**config.mk**
```make
export PLATFORM = sky130hd
export DESIGN_NAME = cdc_handshake_tx_flat
export DESIGN_NICKNAME = d
export VERILOG_FILES = /design/src/rtl/cdc_handshake_tx_if.sv /design/src/rtl/cdc_handshake_tx.sv /design/src/flat_wrapper.sv
export SDC_FILE = /design/constraint.sdc
export NUM_CORES = 1
export LEC_CHECK = 0
export CORE_MARGIN = 3
export CORE_UTILIZATION = 36
export DETAILED_ROUTE_END_ITERATION = 6
export PLACE_DENSITY = 0.72
export SKIP_CTS_REPAIR_TIMING = 1
export SLEW_MARGIN = 20
export SYNTH_ARGS = -nofsm -noshare
export SYNTH_HDL_FRONTEND = slang
export SYNTH_SLANG_ARGS = --single-unit
export TNS_END_PERCENT = 30
```
**constraint.sdc**
```tcl
create_clock -name aclk -period 1.2 [get_ports aclk]
set_input_delay 0.24 -clock aclk [delete_from_list [all_inputs] [get_ports aclk]]
set_output_delay 0.24 -clock aclk [all_outputs]
set_load 0.005 [all_outputs]
```
**src/rtl/cdc_handshake_tx_if.sv**
```systemverilog
// Bus bundle for the source side of the toggle req/ack CDC handshake:
// upstream valid/ready word interface plus the crossing req/ack/data signals.
interface cdc_handshake_tx_if #(
    parameter int DATA_W = 8
);
    logic              i_valid;
    logic              i_ready;
    logic [DATA_W-1:0] i_data;
    logic [DATA_W-1:0] data_o;
    logic              req_o;
    logic              ack_i;
    logic              busy_o;
    logic              err_o;

    modport master (
        output i_valid, i_data, ack_i,
        input  i_ready, data_o, req_o, busy_o, err_o
    );

    modport slave (
        input  i_valid, i_data, ack_i,
        output i_ready, data_o, req_o, busy_o, err_o
    );
endinterface

```
**src/rtl/cdc_handshake_tx.sv**
```systemverilog
// Transmitter end of a toggle-based req/ack CDC handshake: latches a word,
// toggles req_o, and waits for the synchronized ack toggle to match it.
module cdc_handshake_tx #(
    parameter int DATA_W      = 8,
    parameter int SYNC_STAGES = 2
) (
    input  logic               aclk,
    input  logic               arstn,
    cdc_handshake_tx_if.slave  bus
);

    typedef enum logic {
        IDLE,
        WAIT_ACK
    } state_t;

    state_t                   state_q, state_d;
    logic [DATA_W-1:0]        data_q, data_d;
    logic                     req_q, req_d;
    logic                     err_q, err_d;
    logic [SYNC_STAGES-1:0]   ack_sync_q;
    logic                     ack_sync;

    // ack_i is asynchronous; only the last stage of this chain is ever used
    always_ff @(posedge aclk or negedge arstn) begin
        if (!arstn) begin
            ack_sync_q <= '0;
        end else begin
            ack_sync_q <= {ack_sync_q[SYNC_STAGES-2:0], bus.ack_i};
        end
    end

    assign ack_sync = ack_sync_q[SYNC_STAGES-1];

    always_ff @(posedge aclk or negedge arstn) begin
        if (!arstn) begin
            state_q <= IDLE;
            data_q  <= '0;
            req_q   <= 1'b0;
            err_q   <= 1'b0;
        end else begin
            state_q <= state_d;
            data_q  <= data_d;
            req_q   <= req_d;
            err_q   <= err_d;
        end
    end

    always_comb begin
        state_d = state_q;
        data_d  = data_q;
        req_d   = req_q;
        err_d   = err_q;
        unique case (state_q)
            IDLE: begin
                if (bus.i_valid) begin
                    data_d  = bus.i_data;
                    req_d   = ~req_q;
                    state_d = WAIT_ACK;
                end
                // An ack toggle with nothing outstanding means the peer is out of step
                if (ack_sync != req_q) begin
                    err_d = 1'b1;
                end
            end
            WAIT_ACK: begin
                if (ack_sync == req_q) begin
                    state_d = IDLE;
                end
            end
        endcase
    end

    assign bus.i_ready = (state_q == IDLE);
    assign bus.busy_o  = (state_q == WAIT_ACK);
    assign bus.data_o  = data_q;
    assign bus.req_o   = req_q;
    assign bus.err_o   = err_q;

endmodule

```
**src/flat_wrapper.sv**
```systemverilog
// flat-port wrapper written by rule: the top's interface ports become plain ports
module cdc_handshake_tx_flat 
#(
    parameter int DATA_W      = 8,
    parameter int SYNC_STAGES = 2
)
  (aclk, arstn, bus_i_valid, bus_i_data, bus_ack_i, bus_i_ready, bus_data_o, bus_req_o, bus_busy_o, bus_err_o);
  cdc_handshake_tx_if #(.DATA_W(DATA_W)) bus_i ();
  input  logic aclk;
  input  logic arstn;
  input wire logic [$bits(bus_i.i_valid)-1:0] bus_i_valid;
  input wire logic [$bits(bus_i.i_data)-1:0] bus_i_data;
  input wire logic [$bits(bus_i.ack_i)-1:0] bus_ack_i;
  output wire logic [$bits(bus_i.i_ready)-1:0] bus_i_ready;
  output wire logic [$bits(bus_i.data_o)-1:0] bus_data_o;
  output wire logic [$bits(bus_i.req_o)-1:0] bus_req_o;
  output wire logic [$bits(bus_i.busy_o)-1:0] bus_busy_o;
  output wire logic [$bits(bus_i.err_o)-1:0] bus_err_o;
  assign bus_i.i_valid = bus_i_valid;
  assign bus_i.i_data = bus_i_data;
  assign bus_i.ack_i = bus_ack_i;
  assign bus_i_ready = bus_i.i_ready;
  assign bus_data_o = bus_i.data_o;
  assign bus_req_o = bus_i.req_o;
  assign bus_busy_o = bus_i.busy_o;
  assign bus_err_o = bus_i.err_o;
  cdc_handshake_tx #(.DATA_W(DATA_W), .SYNC_STAGES(SYNC_STAGES)) u_core (.aclk(aclk), .arstn(arstn), .bus(bus_i));
endmodule
```
# Yosys cells after proc, flatten, opt, wreduce, memory -nomap -nowiden
# Cells that the tools add are included.
dict set report totals {
  in_bits 12
  output_inout_bits 12
  register_bits 13
  elab_cells 14
}
dict set report op_classes {
  reduce_logical 2
  bitwise 2
  muxes 3
  n_eq_ne 2
}
# cell n
set op_table {}
lappend op_table {{$reduce_and A2 Y1} 2}
lappend op_table {{$mux W1} 2}
lappend op_table {{$not A1 Y1} 2}
lappend op_table {{$pmux W1 S2} 1}
lappend op_table {{$eq A1 B1 Y1} 1}
lappend op_table {{$ne A1 B1 Y1} 1}

# Depth between registers and ports, before layout
# Gate-level depths: netlist of the first run.
dict set report logic_depth {
  word_depth 3
  mapped_depth 3
  depth_no_buf 2
}

# Least setup slack after synthesis of the first run
# Ideal clock, no wire load.
dict set report synth_timing {
  kind {reg2reg}
  from {reg u_core.state_q, in the netlist u_core.bus.busy_o}
  to {reg u_core.data_q[0], in the netlist u_core.bus.data_o[0]}
  path_slack_ns 0.080
  t_required_ns 1.075
  setup_time_ns 0.125
  stages_incl_launch_ff 4
  path_buffers 1
  period_less_slack_ns 1.120
  arrival_ns 0.995
  cell_sequence {dfrtp_1 nor2b_1 buf_6 mux2_4}
}
dict set report synth_via {
  elab_chain_len 2
}
# element line
set synth_lines {}
lappend synth_lines {{from (decl)} cdc_handshake_tx.sv:17} ;# state_t state_q, state_d;
lappend synth_lines {{from (signal assigned)} cdc_handshake_tx.sv:42} ;# state_q <= state_d;
lappend synth_lines {{$not A1 Y1 (no line)} --}
lappend synth_lines {{$reduce_and A2 Y1 (no line)} --}
lappend synth_lines {{to (signal assigned)} cdc_handshake_tx.sv:43} ;# data_q <= data_d;
lappend synth_lines {{to (decl)} cdc_handshake_tx.sv:18} ;# logic [DATA_W-1:0] data_q, data_d;
# Every way passes these cells.
# A chain may end at the register's enable or synchronous reset.

# Final worst setup path of the first run
dict set report layout_timing {
  from {reg u_core.state_q, in the netlist u_core.bus.busy_o}
  to {reg u_core.data_q[3], in the netlist u_core.bus.data_o[3]}
}
# The elaborated chain is that of the path after synthesis.

==> results.yml, run 1 <==
status:
  status: "complete, but fails checks"
  violations: "negative setup slack"
worst_setup_path:
  critPathKind: "reg -> reg"
  cp.required_ns: 1.35
  worst_ep_arrival_time_ns: 1.40
  critPathCaptureType: "flip-flop"
  start_kind: "flip-flop"
  worst-path-max-fanout: 5
power_and_ir_drop:
  powerDensity_mw_per_mm2: 2200
  pwr-share-seq_pct: 37.9
  power.share.clock_pct: 14.0
  p_leak_nw: 0.464
  intPower_w: 0.00136
  power.switching_w: 0.000487
  combinationalPowerShare_pct: 48.1
  vdd.ir_drop.worst_mv: 1.11
  swShare_pct: 26.4
cells_and_area:
  drive_gt1_share_pct: 32.8
  fin_area_um2: 840
  layout.core_utilization_pct: 69.9
  layout_common_cells: "13 x dfrtp_1, 11 x clkdlybuf4s50_1, 11 x dlymetal6s2s_1, 8 x mux2_4, 7 x buf_4"
  final_cells: 75
  fillerInstances: 84
  antennaDiodeCount: 0
  area_growth_pct: 68.2
  fin_nets: 74
  layout_commonest_cell: "dfrtp_1"
route:
  wire_per_inst_um: 13.9
  drc: 0
  ant_nets: 0
  wl_um: 1050
  vias: 339
  drt_iter0_markers: 3
  via_per_inst: 4.52
  dr.pass1.iters: 2
synthesis:
  syn_area_um2: 499
  ys.warnings.count: 0
  synth_cell_types: 8
  yosysSeqAreaShare_pct: 65.2
  yosys-top-cells-area: "dfrtp_1 65%, mux2_4 24%, o21bai_1 3.0%, buf_6 2.3%, xnor2_1 1.8%"
  yosys.area.top_type_share_pct: 65.2
  syn_area_per_cell_um2: 17.8
  synth_compound_area_share_pct: 3.01
  synthCells: 28
  synth_fa_ha_area_share_pct: 0
  syn_nets: 40
  ys_ff_latch: 13
  synth_top_area_cell: "dfrtp_1"
  synth_simple_gate_area_share_pct: 1.25
  synth_mux_area_share_pct: 24.1
  synth_top_family_by_area: "multiplexers"
  synth_xor_area_share_pct: 3.51
cts:
  cts_buffers: 3
  clockRootBuffer: "clkbuf_4"
  htreeDepth: 1
  clockBufferDepth: 2
  cts_sinks: 13
  clkLatencyLatePin_ns: 0.26
  clk_pin_slew_worst_paths_ns: 0.07
  cts_tree: "done"
timing:
  setup_violations: 9
  setup_ws_ns: -0.0503
  finalMaxSlewViolations: 0
  period_share_pct: 104
  finalHoldViolCount: 0
  rsz0062_at_grt: "yes"
  fin_crit_ns: 1.25
  fmax_mhz: 800
  maxSlewHeadroom_pct: 86.3
  finalClockSkew_ns: 0.00159
  holdWs_ns: 0.266
  worst_slew_pin_slew_ns: 0.204
global_route:
  grt_overflow_total: 0
  grt_usage_pct: 12.6
  antenna_found_initial: 0
  grt_max_degree: 14
  grt_pass1_vias: 372
  grt_pass1_wl_um: 1700
floorplan:
  io_pins: 24
  rows: 12
  dieArea_mm2: 0.00187
  start_util_pct: 41.6
  die_y_um: 43.2
  core_mm2: 0.00120
  die_w_um: 43.2
placed_design:
  routabilityCongestion: 0.643
  place_hpwl_um: 804
  place_area_um2: 766
  dp_cells: 68
  port_buffers: 23
job:
  max-cap-violations: 0
hold_path:
  worstHoldPathType: "in -> async"
[synthesized netlist by cell type]
library cell / instances
buf_6: 1
mux2_4: 8
o21bai_1: 2
nor2b_1: 1
xnor2_1: 1
inv_1: 1
dfrtp_1: 13
xor2_1: 1
[through the flow]
stage               total power, W  worst slack [ns]  TNS [ns]
floorplan                  0.00108            0.0796         0
global placement           0.00157            -0.247     -1.98
detailed placement         0.00161            -0.265     -2.15
CTS                        0.00188            -0.311     -2.28
global route               0.00197           -0.0800    -0.643
finish                     0.00185           -0.0503    -0.366
[sequential cells by signal, indices dropped and copies added (netlist names)]
name,count
u_core.ack_sync_q,2
u_core.bus.busy_o,1
u_core.bus.data_o,8
u_core.bus.err_o,1
u_core.bus.req_o,1
[layer usage]
metal / up-vias / GRT usage (%) / part of all wire [%]
met2: 14 / 22.4 / 54
met5: - / 0 / 0
li1: 159 / - / -
met1: 166 / 14.3 / 39
met4: 0 / 1.81 / 0
met3: 0 / 5.08 / 7.6
[power groups by stage]
stage          clock network (W)  registers, W  logic, W
5_1_grt                 0.000294      0.000723  0.000951
3_5_place_dp                   0      0.000728  0.000877
3_3_place_gp                   0      0.000712  0.000856
4_1_cts                 0.000270      0.000722  0.000883
6_report                0.000258      0.000700  0.000888
2_1_floorplan                  0      0.000742  0.000342
[kinds of logic after synthesis]
logic type,Yosys count
buf+inv,2
simple gates,1
mux,8
compound gates,2
xor+xnor,2
flops,13
[critical path, stage by stage, from the launching register on]
cell and delay (ns):
dfrtp_1 0.40, buf_4 0.15, nor2b_2 0.12, buf_4 0.17
mux2_4 0.31
[cell type report]
type,count,area (µm²),share of cell area [%]
timing repair buffer,30,305,36.4
clock buffer,4,26.3,3.13
tap,14,17.5,2.09
multi-input combinational,13,161,19.2
sequential,13,325,38.7
inverter,1,3.75,0.447
[worst paths after layout]
kind,start,endpoint,slack [ns],cells past startpoint
setup / recovery,u_core.bus.busy_o,u_core.bus.data_o[3],-0.05,4
hold / removal,arstn,u_core.ack_sync_q[1],0.27,2
setup reg to reg,u_core.bus.busy_o,u_core.bus.data_o[3],-0.05,4
hold reg to reg,u_core.ack_sync_q[0],u_core.ack_sync_q[1],0.37,0
max in group asynchronous,arstn,u_core.bus.data_o[1],0.78,2
min in group aclk,u_core.ack_sync_q[0],u_core.ack_sync_q[1],0.37,0
(Power assumes the default switching activity.)
==> run 2, diff against run 1 <==
Settings changed: SKIP_LAST_GASP from default to 1.
==> run 2 against run 1 <==
  * Critical endpoint is now bus_req_o
  * Register-to-register slack worse by 0.03 ns
  * First-iteration DRC count rose by 100%
  * Clock-buffer cell count is the same
  * Largest cell class unchanged
  * Die area did not move
  * Global-route usage unchanged
  * The run still ends with negative setup slack left
  * Via count down 1.5%
  * Sequential share of layout area increased by 0.47 points
==> results.yml, run 2 (synthesized netlist as in run 1, its figures left out) <==
placed_design:
  place_hpwl_um: 804
  detailedPlace.worstSlack_ns: -0.265
  routabilityCongestion: 0.643
  port_buffers: 23
  dp_cells: 68
worst_setup_path:
  path_cells: "clkdlybuf4s50_1"
  cp_top_family: "buffers and inverters"
  cp.required_ns: 0.96
  worst_ep_arrival_time_ns: 1.12
  start_kind: "flip-flop"
  critPathCaptureType: "output pin"
  critPathKind: "reg -> out"
  critical_path_buf_inv_count: 1
  crit_slowest_cell: "clkdlybuf4s50_1"
  worst-path-max-fanout: 2
  slowest_delay_ns: 0.50
route:
  drc: 0
  dr.pass1.iters: 2
  ant_nets: 0
  via_per_inst: 4.45
  drt_iter0_markers: 6
  wl_um: 1040
  vias: 334
  wire_per_inst_um: 13.8
status:
  status: "complete, but fails checks"
  violations: "negative setup slack"
timing:
  period_share_pct: 113
  maxSlewHeadroom_pct: 86.3
  fmax_mhz: 736
  finalMaxSlewViolations: 0
  rsz0062_at_grt: "yes"
  finalClockSkew_ns: 0.00103
  setup_ws_ns: -0.158
  finalHoldViolCount: 0
  worst_slew_pin_slew_ns: 0.204
  holdWs_ns: 0.267
  setup_violations: 15
  fin_crit_ns: 1.36
power_and_ir_drop:
  vdd.ir_drop.worst_mv: 1.15
  powerDensity_mw_per_mm2: 2270
  total_power_w: 0.00189
  p_leak_nw: 0.415
floorplan:
  dieArea_mm2: 0.00187
  core_mm2: 0.00120
  die_y_um: 43.2
  die_w_um: 43.2
  io_pins: 24
  start_util_pct: 41.6
  rows: 12
hold_path:
  worstHoldPathType: "in -> async"
cells_and_area:
  fillerInstances: 88
  final_cells: 75
  drive_gt1_share_pct: 29.5
  fin_nets: 74
  layout.core_utilization_pct: 69.1
  layout_commonest_cell: "clkdlybuf4s50_1"
  area_growth_pct: 66.2
  largest_reg_flops: 8
  antennaDiodeCount: 0
  layout_common_cells: "17 x clkdlybuf4s50_1, 13 x dfrtp_1, 8 x mux2_4, 7 x buf_4, 6 x dlymetal6s2s_1"
global_route:
  grt_overflow_total: 0
  grt_pass1_wl_um: 1700
  grt_usage_pct: 12.6
  grt_pass1_vias: 372
  grt_max_degree: 14
  antenna_found_initial: 0
cts:
  cts_buffers: 3
  clkLatencyLatePin_ns: 0.26
  cts_sinks: 13
  clk_pin_slew_worst_paths_ns: 0.07
  clockRootBuffer: "clkbuf_4"
  cts_tree: "done"
  clockBufferDepth: 2
  htreeDepth: 1
job:
  max-cap-violations: 0
run 2: cell types whose count changed in the layout (fill, tap and decap cells not counted), sizes merged:
cell           previous run  this run
dlymetal6s2s             11         6
clkbuf                    5         4
clkdlybuf4s50            11        17
run 2: power by group:
part	total, W	internal (W)	switching, W	leakage, nW
sequential	0.000705	0.000615	0.0000903	0.149
clock	0.000258	0.000128	0.000129	0.0150
combinational	0.000924	0.000657	0.000267	0.251
total	0.00189	0.00140	0.000486	0.415
run 2: layout make-up:
class                   instances  area, µm²  area share (%)
well taps                      14       17.5            2.11
repair buffers                 30        298            35.9
multi-input cells              13        159            19.2
clock buffers                   4       26.3            3.17
inverters                       1       3.75           0.452
flip-flops and latches         13        325            39.2
run 2: through the flow:
step	setup TNS, ns	cell area (µm²)
global placement	-1.98	766
global route	-2.23	830
finish	-1.55	830
floorplan	0	499
CTS	-2.28	792
detailed placement	-2.15	766
run 2: final timing paths:
path                                       from                   end  slack, ns  cells past startpoint
min in group aclk          u_core.ack_sync_q[0]  u_core.ack_sync_q[1]       0.37                      0
max in group asynchronous                 arstn  u_core.bus.data_o[1]       0.78                      2
setup reg to reg              u_core.bus.busy_o  u_core.bus.data_o[3]      -0.08                      4
hold reg to reg            u_core.ack_sync_q[0]  u_core.ack_sync_q[1]       0.37                      0
hold / removal                            arstn  u_core.ack_sync_q[1]       0.27                      2
setup / recovery               u_core.bus.req_o             bus_req_o      -0.16                      1
run 2: layer usage:
metal	share of wire [%]	up-vias	track usage (%)
li1	-	159	-
met1	40	161	14.3
met2	53	14	22.4
met3	6.8	0	5.08
met4	0	0	1.81
met5	0	-	0
==> run 3, diff against run 2 <==
Settings changed: ABC_CLOCK_PERIOD_IN_PS from default to 1200, CORE_UTILIZATION 36 to 37, PLACE_DENSITY 0.72 to 0.74.
==> run 3 against run 2 <==
  * The run still ends with negative setup slack left
  * Hold slack worse by 0.0093 ns
  * Clock power barely moved
  * Global-route usage is 0.73 points lower
  * Critical path type unchanged
==> results.yml, run 3 (synthesized netlist as in run 1, its figures left out) <==
status:
  status: "complete, but fails checks"
  violations: "negative setup slack"
cts:
  clkLatencyLatePin_ns: 0.27
  clockBufferDepth: 2
  htreeDepth: 1
  cts_sinks: 13
  clk_pin_slew_worst_paths_ns: 0.08
  clockRootBuffer: "clkbuf_4"
  cts_tree: "done"
  cts_buffers: 3
timing:
  setup_violations: 15
  setup_ws_ns: -0.201
  period_share_pct: 117
  finalClockSkew_ns: 0.00354
  fmax_mhz: 714
  finalMaxSlewViolations: 0
  fin_crit_ns: 1.40
  rsz0062_at_grt: "yes"
  setup_tns_ns: -1.81
  finalHoldViolCount: 0
  maxSlewHeadroom_pct: 87.6
  worst_slew_pin_slew_ns: 0.185
placed_design:
  place_area_um2: 758
  dp_cells: 67
  routabilityCongestion: 0.765
  port_buffers: 23
  place_hpwl_um: 748
cells_and_area:
  largest_reg_flops: 8
  final_cells: 76
  drive_gt1_share_pct: 33.9
  fin_area_um2: 838
  area_growth_pct: 67.9
  fin_nets: 75
  fillerInstances: 70
  layout_commonest_cell: "clkdlybuf4s50_1"
  multi_input_area_um2: 159
  regArea_um2: 325
  layout_common_cells: "17 x clkdlybuf4s50_1, 13 x dfrtp_1, 8 x mux2_4, 8 x buf_4, 6 x dlymetal6s2s_1"
  antennaDiodeCount: 0
route:
  wire_per_inst_um: 13.7
  dr_wl_met3_um: 91
  top_layer_used: "met3"
  wl_um: 1040
  via_per_inst: 4.53
  drt_iter0_markers: 2
  wl_met2_um: 548
  wl_met1_um: 399
  vias: 344
  dr.pass1.iters: 4
  drc: 0
  ant_nets: 0
global_route:
  grt_pass1_vias: 357
  grt_pass1_wl_um: 1580
  antenna_found_initial: 0
  grt_usage_pct: 11.9
  grt_overflow_total: 0
  grt_max_degree: 14
worst_setup_path:
  slowest_delay_ns: 0.52
  worst_ep_arrival_time_ns: 1.16
  critical_path_buf_inv_count: 1
  critPathKind: "reg -> out"
  critPathCaptureType: "output pin"
  start_kind: "flip-flop"
  path_cells: "clkdlybuf4s50_1"
  cp.required_ns: 0.96
  crit_slowest_cell: "clkdlybuf4s50_1"
  cp_top_family: "buffers and inverters"
  worst-path-max-fanout: 2
floorplan:
  die_y_um: 42.7
  die_w_um: 42.7
  dieArea_mm2: 0.00183
  start_util_pct: 42.1
  rows: 12
  core_mm2: 0.00119
  io_pins: 24
hold_path:
  worstHoldPathType: "in -> async"
power_and_ir_drop:
  vdd.ir_drop.worst_mv: 1.34
  p_leak_nw: 0.431
  total_power_w: 0.00193
  powerDensity_mw_per_mm2: 2300
job:
  max-cap-violations: 0
run 3: final timing paths:
path / from / endpoint / slack [ns] / depth (start not counted)
max in group asynchronous: arstn / u_core.bus.data_o[2] / 0.79 / 2
hold / removal: arstn / u_core.bus.data_o[3] / 0.26 / 2
hold reg to reg: u_core.ack_sync_q[0] / u_core.ack_sync_q[1] / 0.35 / 0
min in group aclk: u_core.ack_sync_q[0] / u_core.ack_sync_q[1] / 0.35 / 0
setup reg to reg: u_core.bus.busy_o / u_core.bus.data_o[2] / -0.11 / 4
setup / recovery: u_core.bus.data_o[4] / bus_data_o[4] / -0.20 / 1
run 3: per-stage QoR:
stage | hold slack, ns | util, % | setup slack [ns]
floorplan | -0.0556 | - | 0.0796
global placement | 0.332 | 63.9 | -0.261
detailed placement | 0.336 | 63.9 | -0.300
CTS | 0.260 | 66.2 | -0.332
global route | 0.287 | 70.7 | -0.215
finish | 0.258 | 70.7 | -0.201
run 3: layer usage:
layer | track usage, % | up-vias
met5 | 0 | -
met3 | 2.97 | 0
met4 | 5.59 | 0
met1 | 13.7 | 164
li1 | - | 161
met2 | 20.4 | 19
run 3: report_power, final:
group	switching [W]	internal, W	total (W)
clock	0.000135	0.000123	0.000259
sequential	0.000106	0.000615	0.000721
combinational	0.000273	0.000680	0.000952
run 3: layout make-up:
cell class,count,area share (%)
clock buffers,3,2.69
clock inverters,1,0.597
inverters,1,0.448
multi-input cells,13,19.0
flip-flops and latches,13,38.8
well taps,14,2.09
repair buffers,31,36.4
